`src/rtl/recip_arbiter.sv`:
```
// Round-robin arbiter sharing one reciprocal engine among N requesters, with a watchdog abort.
// Latency: grant to rsp_valid_o = engine latency + 2; a held response blocks every further grant.
module recip_arbiter #(
    parameter int W       = 32,
    parameter int N       = 4,
    parameter int TIMEOUT = 64
) (
    input  logic                 clk_i,
    input  logic                 rst_i,
    input  logic [N-1:0]         req_valid_i,
    input  logic [N*W-1:0]       req_data_i,
    output logic [N-1:0]         req_ready_o,
    output logic                 rsp_valid_o,
    input  logic                 rsp_ready_i,
    output logic [$clog2(N)-1:0] rsp_id_o,
    output logic [W-1:0]         rsp_data_o,
    output logic                 rsp_invalid_o,
    output logic                 rsp_timeout_o,
    output logic                 eng_start_o,
    output logic [W-1:0]         eng_x_o,
    output logic                 eng_rst_n_o,
    input  logic                 eng_done_i,
    input  logic [W-1:0]         eng_result_i,
    input  logic                 eng_invalid_i,
    output logic                 busy_o
);

    localparam int IDW = $clog2(N);
    localparam int TW  = $clog2(TIMEOUT);

    typedef enum logic [2:0] {S_IDLE, S_ISSUE, S_WAIT, S_ABORT, S_RESP} state_t;

    state_t         state_q, state_d;
    logic [IDW-1:0] rr_ptr_q, rr_ptr_d;
    logic [TW-1:0]  timer_q, timer_d;
    logic [W-1:0]   eng_x_q, eng_x_d;
    logic [IDW-1:0] rsp_id_q, rsp_id_d;
    logic [W-1:0]   rsp_data_q, rsp_data_d;
    logic           rsp_invalid_q, rsp_invalid_d;
    logic           rsp_timeout_q, rsp_timeout_d;

    logic [2*N-1:0] req_dbl;
    logic [N-1:0]   req_rot;
    logic [N-1:0]   grant_oh;
    logic           grant_vld;
    logic [IDW-1:0] grant_off;
    logic [IDW:0]   grant_sum;
    logic [IDW-1:0] grant_id;
    logic [W-1:0]   grant_dat;
    logic [IDW:0]   rr_inc;

    // Rotate requests so bit k is requester (rr_ptr + k) mod N; lowest set bit wins.
    always_comb begin
        req_dbl   = {req_valid_i, req_valid_i} >> rr_ptr_q;
        req_rot   = req_dbl[N-1:0];
        grant_vld = |req_rot;
        grant_off = '0;
        for (int k = N - 1; k >= 0; k--) begin
            if (req_rot[k]) grant_off = IDW'(k);
        end
        grant_sum = {1'b0, rr_ptr_q} + {1'b0, grant_off};
        if (grant_sum >= (IDW+1)'(N)) grant_sum = grant_sum - (IDW+1)'(N);
        grant_id  = grant_sum[IDW-1:0];
        grant_oh  = '0;
        grant_dat = '0;
        for (int k = 0; k < N; k++) begin
            if (grant_id == IDW'(k)) begin
                grant_oh[k] = 1'b1;
                grant_dat   = req_data_i[k*W +: W];
            end
        end
        rr_inc = {1'b0, rsp_id_q} + (IDW+1)'(1);
        if (rr_inc >= (IDW+1)'(N)) rr_inc = '0;
    end

    always_comb begin
        state_d       = state_q;
        rr_ptr_d      = rr_ptr_q;
        timer_d       = timer_q;
        eng_x_d       = eng_x_q;
        rsp_id_d      = rsp_id_q;
        rsp_data_d    = rsp_data_q;
        rsp_invalid_d = rsp_invalid_q;
        rsp_timeout_d = rsp_timeout_q;
        req_ready_o   = '0;
        eng_start_o   = 1'b0;
        case (state_q)
            S_IDLE: begin
                if (grant_vld && !rst_i) begin
                    req_ready_o = grant_oh;
                    eng_x_d     = grant_dat;
                    rsp_id_d    = grant_id;
                    state_d     = S_ISSUE;
                end
            end
            S_ISSUE: begin
                eng_start_o = 1'b1;
                timer_d     = '0;
                state_d     = S_WAIT;
            end
            S_WAIT: begin
                timer_d = timer_q + TW'(1);
                // A done arriving on the last allowed cycle still counts as a completion.
                if (eng_done_i) begin
                    rsp_data_d    = eng_invalid_i ? '0 : eng_result_i;
                    rsp_invalid_d = eng_invalid_i;
                    state_d       = S_RESP;
                end else if (timer_q == TW'(TIMEOUT - 1)) begin
                    rsp_data_d    = '0;
                    rsp_timeout_d = 1'b1;
                    state_d       = S_ABORT;
                end
            end
            S_ABORT: state_d = S_RESP;
            S_RESP: begin
                if (rsp_ready_i) begin
                    rsp_invalid_d = 1'b0;
                    rsp_timeout_d = 1'b0;
                    rr_ptr_d      = rr_inc[IDW-1:0];
                    state_d       = S_IDLE;
                end
            end
            default: state_d = S_IDLE;
        endcase
    end

    always_ff @(posedge clk_i) begin
        if (rst_i) begin
            state_q       <= S_IDLE;
            rr_ptr_q      <= '0;
            timer_q       <= '0;
            eng_x_q       <= '0;
            rsp_id_q      <= '0;
            rsp_data_q    <= '0;
            rsp_invalid_q <= 1'b0;
            rsp_timeout_q <= 1'b0;
        end else begin
            state_q       <= state_d;
            rr_ptr_q      <= rr_ptr_d;
            timer_q       <= timer_d;
            eng_x_q       <= eng_x_d;
            rsp_id_q      <= rsp_id_d;
            rsp_data_q    <= rsp_data_d;
            rsp_invalid_q <= rsp_invalid_d;
            rsp_timeout_q <= rsp_timeout_d;
        end
    end

    assign rsp_valid_o   = (state_q == S_RESP);
    assign rsp_id_o      = rsp_id_q;
    assign rsp_data_o    = rsp_data_q;
    assign rsp_invalid_o = rsp_invalid_q;
    assign rsp_timeout_o = rsp_timeout_q;
    assign eng_x_o       = eng_x_q;
    assign eng_rst_n_o   = !rst_i && (state_q != S_ABORT);
    assign busy_o        = (state_q != S_IDLE);

endmodule

```
`config.mk`:
```
export PLATFORM = sky130hd
export DESIGN_NAME = recip_arbiter
export DESIGN_NICKNAME = d
export VERILOG_FILES = /design/src/rtl/recip_arbiter.sv
export SDC_FILE = /design/constraint.sdc
export NUM_CORES = 1
export LEC_CHECK = 0
export CAP_MARGIN = 10
export CORE_MARGIN = 4
export CORE_UTILIZATION = 30
export CTS_BUF_LIST = sky130_fd_sc_hd__clkbuf_16
export DETAILED_ROUTE_END_ITERATION = 12
export GPL_TIMING_DRIVEN = 0
export HOLD_SLACK_MARGIN = 0.1
export MAX_ROUTING_LAYER = met4
export PLACE_DENSITY = 0.62
export SLEW_MARGIN = 20
export SYNTH_ARGS = -nofsm -noshare
export SYNTH_HDL_FRONTEND = slang
export SYNTH_SLANG_ARGS = --single-unit
```
`constraint.sdc`:
```
create_clock -name clk_i -period 4.9 [get_ports clk_i]
set_input_delay 1.225 -clock clk_i [delete_from_list [all_inputs] [get_ports clk_i]]
set_output_delay 1.225 -clock clk_i [all_outputs]
set_load 0.05 [all_outputs]
```
-- Word level (Yosys, flattened, before mapping)
Cells that the tools add are included.
- $add $sub $neg: 4
- magnitude comparators: 2
- eq/ne operators: 15
- shifts and indexed selects: 1
- muxes and demuxes: 32
- reduce and logical (&&, ||, !) cells: 16
- operator list (operator ; number):
    32-bit two-way mux ; 7
    3-bit case mux with 5 select lines ; 1
    2-bit two-way mux ; 6
    3-bit two-way mux ; 4
    6-bit case mux with 2 select lines ; 1
    1-bit two-way mux ; 9
    4-bit two-way mux ; 2
    2-bit != test, second input constant ; 4
    8-bit by 2-bit right shift with 4-bit output ; 1
    6-bit by 1-bit adder with 6-bit output, second input constant ; 1
    3-bit by 2-bit equality test with 1-bit output, second input constant ; 2
    6-bit equality test, second input constant ; 1
    3-bit greater-or-equal comparator, second input constant ; 2
    2-bit AND reduction ; 3
    3-bit AND reduction ; 2
    2-bit nonzero test ; 3
    2-bit equality test, second input constant ; 2
    1-bit case mux with 2 select lines ; 2
    4-bit AND reduction ; 1
    4-bit OR reduction ; 1
    2-bit by 1-bit adder with 3-bit output, second input constant ; 1
    2-bit by 2-bit adder with 3-bit output ; 1
    3-bit by 1-bit equality test with 1-bit output, second input constant ; 1
    3-bit equality test, second input constant ; 1
    10 further kinds ; 11
- register bits: 79
- output and inout port bits: 76

-- Depth between registers and ports, before layout
- depth after elaboration: 13
- gate-level depth with buffers: 13
- depth with buffers taken out: 10

-- Worst setup path after synthesis
No wires, ideal clock.
- kind: input -> output
- start point: input port req_valid_i[0]
- end point: output port req_ready_o[0]
- arrival: 3663 ps
- setup slack: 12 ps
- stages: 8
- path through: buf_6 or4_1 o2111ai_1 ha_1 clkbuf_1 clkbuf_1 or3_1 nor2_1
- word-level cells in the longest chain between the ends: 12
- elaborated cells on any way between the ends: 15
- classes of those cells: add/sub: 2; order compare: 1; shift: 1; mux: 8; reduce/logical: 3
- ends and longest elaborated chain (element ; RTL line ; source):
    start: declaration ; 10 ; input logic [N-1:0] req_valid_i,
    8-bit by 2-bit right shift with 4-bit output * ; 54 ; req_dbl = {req_valid_i, req_valid_i} >> rr_ptr_q;
    2-bit two-way mux (3 in a row) ; 59 ; if (req_rot[k]) grant_off = IDW'(k);
    2-bit two-way mux * ; 59 ;
    2-bit by 2-bit adder with 3-bit output * ; 61 ; grant_sum = {1'b0, rr_ptr_q} + {1'b0, grant_off};
    3-bit greater-or-equal comparator / 2-bit by 1-bit subtractor with 2-bit output (equally long branches) ; 62 ; if (grant_sum >= (IDW+1)'(N)) grant_sum = grant_sum - (IDW+1)'(N);
    2-bit two-way mux * ; 62 ;
    via grant_sum[0] ; 47 ; logic [IDW:0] grant_sum;
    2-bit logical NOT * ; 67 ; if (grant_id == IDW'(k)) begin
    1-bit two-way mux * ; 67 ;
    4-bit two-way mux * ; 89 ; if (grant_vld && !rst_i) begin
    4-bit two-way mux * ; 87 ; case (state_q)
    end: declaration ; 12 ; output logic [N-1:0] req_ready_o,
Mark *: on every way through the listed nets, which the timed path passes. The rest lies on a longest branch.

-- Worst setup path after layout
- start point: input port req_valid_i[1]
- end point: output port req_ready_o[0]
The elaborated chain is that of the path after synthesis.

==> summary.txt <==
Setup path
  • Kind of critical path: primary input to output pin
  • CP max stage cell: or3_4
  • CP Max Fanout: 19
  • Required @ worst endpoint: 3670 ps
  • Worst Reg-to-Reg Cells: 9
  • Worst path max stage delay: 430 ps
  • R2r startpoint: rr_ptr_q[0]
  • Crit path capture type: output pin
  • Reg2Reg Setup Slack: 1770 ps
  • Top Family by Delay on Critical Path: simple AND/OR/NAND/NOR gates
  • R2r endpoint: eng_x_o[14]
  • Crit path launch type: primary input
  • Cells along the critical path: clkdlybuf4s15_1, nor2_1, or4_1, o2111ai_1, ha_2, clkbuf_8, or3_4, nor2_2, buf_6
  • Crit path buffers/inverters: 3
  • Arrival time worst endpoint: 3490 ps

Logic synthesis
  • Synth Cell Area: 4920 um^2
  • Cells after Synth: 576
  • FF+latch count, synth: 79
  • Post-synth EDFFs: 0
  • Sequential cell area fraction in the yosys report: 32.1%
  • Yosys cell types: 47
  • Syn Area/Cell: 8.55 um^2
  • Synth warn: 0
  • Synth Net Count: 748
  • Top_reg_cell synth: dfxtp_1
  • Post-synth ARST share: 0%

STA
  • RSZ-0062 raised after global routing: false
  • Min Clock Period, post-route: 4720 ps
  • Peak Freq: 212 MHz
  • Final Max Slew Viols: 0
  • Final setup violation count: 0
  • Period utilisation layout: 96.3%
  • Setup Skew: 6.78 ps
  • Tightest Pin Transition: 954 ps
  • Fin. Hold Viols: 0
  • Slew margin rel.: 35.9%

Place
  • Detailed Place HPWL: 15300 um
  • Placer congestion estimate: 0.894
  • Port bufs: 241
  • Cell count after placement: 1033

Drt
  • Max Used Layer: met4
  • First-pass DRT Iterations: 5
  • Met2 wire len: 9780 um
  • DR vias: 5648
  • Final wirelength: 19900 um
  • WL met3: 1300 um
  • Wirelength per Cell: 19.0 um
  • Remaining DRCs: 0
  • Final ANT Viol Nets: 0
  • DRT iter0 DRCs: 374
  • Avg Vias per Cell: 5.39
  • WL met1: 8430 um

Hold path
  • Worst Hold Path Cells: 2
  • Hold endpoint: rsp_timeout_o
  • Launch point of the worst hold path: rsp_timeout_o
  • HP Class: register to register

Clocking
  • Root Driver: clkbuf_16
  • Deepest clock path buffer count: 2
  • Worst-path clk slew: 70 ps
  • CTS Sinks: 79
  • CTS H-tree lvls: 3
  • CTS Buf Count: 9
  • Clock latency on the worst-skew pair: 340 ps
  • CTS tree: yes
  • CTS Hold Bufs: 0

Floorplanning
  • Effective utilization at floorplan: 30.8%
  • Core ar.: 16000 um^2
  • Die Height: 136 um
  • IO Pins: 245
  • Cell row count: 46
  • Die X-Extent: 136 um
  • Die area: 18500 um^2

Global route
  • Largest net degree at the start of global routing: 20
  • Tot GR Track Use: 21.5%
  • Vias in the first global route: 5750
  • GRT overflow: 0
  • First-pass GRT wire length: 30900 um
  • Initial antenna violation count: 0

Final layout
  • N_diodes: 0
  • Nets: 999
  • Area Overhead vs Synth: 61.0%
  • Leading cell type in the layout, fill and taps excluded: clkdlybuf4s50_1
  • Finished Layout Cells: 1048
  • Commonest non-fill, non-tap cells in the layout: 235 x clkdlybuf4s50_1, 96 x o21ai_0, 81 x mux2i_1, 79 x dfxtp_1, 58 x nor2_1
  • Share of cells above drive strength 1: 8.05%

Power and ir drop
  • P_sw: 846 uW
  • Combinational share of power: 38.6%
  • Leak Pwr: 0.00329 uW
  • Total Power: 2280 uW
  • Clock power share: 29.1%
  • Largest vdd supply drop: 169 uV
  • Switching share of power: 37.1%
  • Pwr Density: 288 nW/um^2
  • Register share of total power: 32.3%
  • Pint: 1440 uW

Status
  • Status: finished clean

Job
  • Max-cap viol count: 0
==> state kept, by name (all words and copies together) (netlist names) <==
name and flops:
eng_x_o 32, rr_ptr_q 2, rsp_data_o 32, rsp_id_o 2
rsp_invalid_o 1, rsp_timeout_o 1, state_q 3, timer_q 6
==> layer usage <==
metal	GRT usage, %	up-vias
met2	36.4	221
met3	4.63	28
met4	5.94	0
met5	-	-
met1	25.8	2751
li1	-	2648
==> power groups by stage <==
stage	Combinational, uW	Sequential (uW)	Clock [uW]
2_1_floorplan	329	933	0
3_3_place_gp	863	750	0
3_5_place_dp	874	752	0
4_1_cts	881	738	687
5_1_grt	938	745	715
6_report	881	738	665
==> stage by stage <==
stage               utilization (%)  setup TNS, ps  cell area (um^2)  worst slack (ps)  hold WS [ps]
floorplan                         -              0              4920              12.3           466
global placement               47.5          -3980              7610             -1160           446
detailed placement             47.5          -4300              7610             -1250           460
CTS                            49.5              0              7930               136           470
global route                   49.5              0              7930              13.4           492
finish                         49.5              0              7930               183           466
==> worst max path at each step <==
stage	endpoint	slack, ps	startpoint	cells past startpoint
floorplan	req_ready_o[0]	10	req_valid_i[0]	8
global placement	req_ready_o[0]	-1160	req_valid_i[1]	10
detailed placement	req_ready_o[0]	-1250	req_valid_i[1]	10
CTS	req_ready_o[0]	140	req_valid_i[1]	9
global route	req_ready_o[3]	10	req_valid_i[3]	12
finish	req_ready_o[0]	180	req_valid_i[1]	9
==> worst register-to-register path, cell delays in order (launching register included) <==
cell and delay [ps]:
dfxtp_1 330, buf_2 180, or4_1 540, o2111ai_1 110
ha_2 360, clkbuf_8 210, nor3_1 790, buf_4 310
a32oi_1 110, o211ai_1 90
==> cell type report <==
| class | count | area (um^2) |
|---|---|---|
| repair buffers | 242 | 2410 |
| fillers | 1556 | 8070 |
| clock inverters | 7 | 62.6 |
| multi-input cells | 437 | 3010 |
| well taps | 216 | 270 |
| flip-flops and latches | 79 | 1580 |
| inverters | 2 | 7.51 |
| clock buffers | 9 | 225 |
| plain buffers | 56 | 354 |
==> what timing repair did <==
item	4_1_cts	5_1_grt
setup buffers	1	0
cloned	0	0
pin swaps	2	0
endpoints found under the setup margin	4	2
gates resized for setup	37	1
==> kinds of logic (layout without fill, tap and decap cells) <==
kind of cell	count (synthesis)	count (layout)	synth area share (%)
mux	82	82	16.7
fa+ha+maj	3	3	0.762
simple gates	136	136	13.2
buf+inv	60	316	7.11
compound gates	213	213	28.9
xor+xnor	3	3	1.22
flops	79	79	32.1
==> Yosys cell counts (all sizes together), types with 2 or more instances <==
| master | instances | area, um^2 |
|---|---|---|
| dfxtp | 79 | 1580 |
| nor4 | 2 | 12.5 |
| a21oi | 11 | 55.1 |
| nand2b | 3 | 18.8 |
| mux2i | 81 | 811 |
| nor2 | 59 | 221 |
| nand3 | 12 | 60.1 |
| o21ai | 97 | 485 |
| nand3b | 3 | 22.5 |
| a22o | 46 | 403 |
| inv | 2 | 7.51 |
| nor3b | 5 | 48.8 |
| a211oi | 2 | 15.0 |
| clkbuf | 27 | 101 |
| a32oi | 9 | 86.3 |
| nor2b | 3 | 26.3 |
| o211ai | 10 | 80.1 |
| a22oi | 33 | 248 |
| ha | 3 | 37.5 |
| or4 | 2 | 18.8 |
| and3 | 3 | 18.8 |
| xnor2 | 2 | 43.8 |
| o32ai | 2 | 25.0 |
| or3 | 2 | 17.5 |
| nor3 | 6 | 41.3 |
| buf | 31 | 241 |
| nand2 | 33 | 124 |
Power figures use the tool's default switching activity.
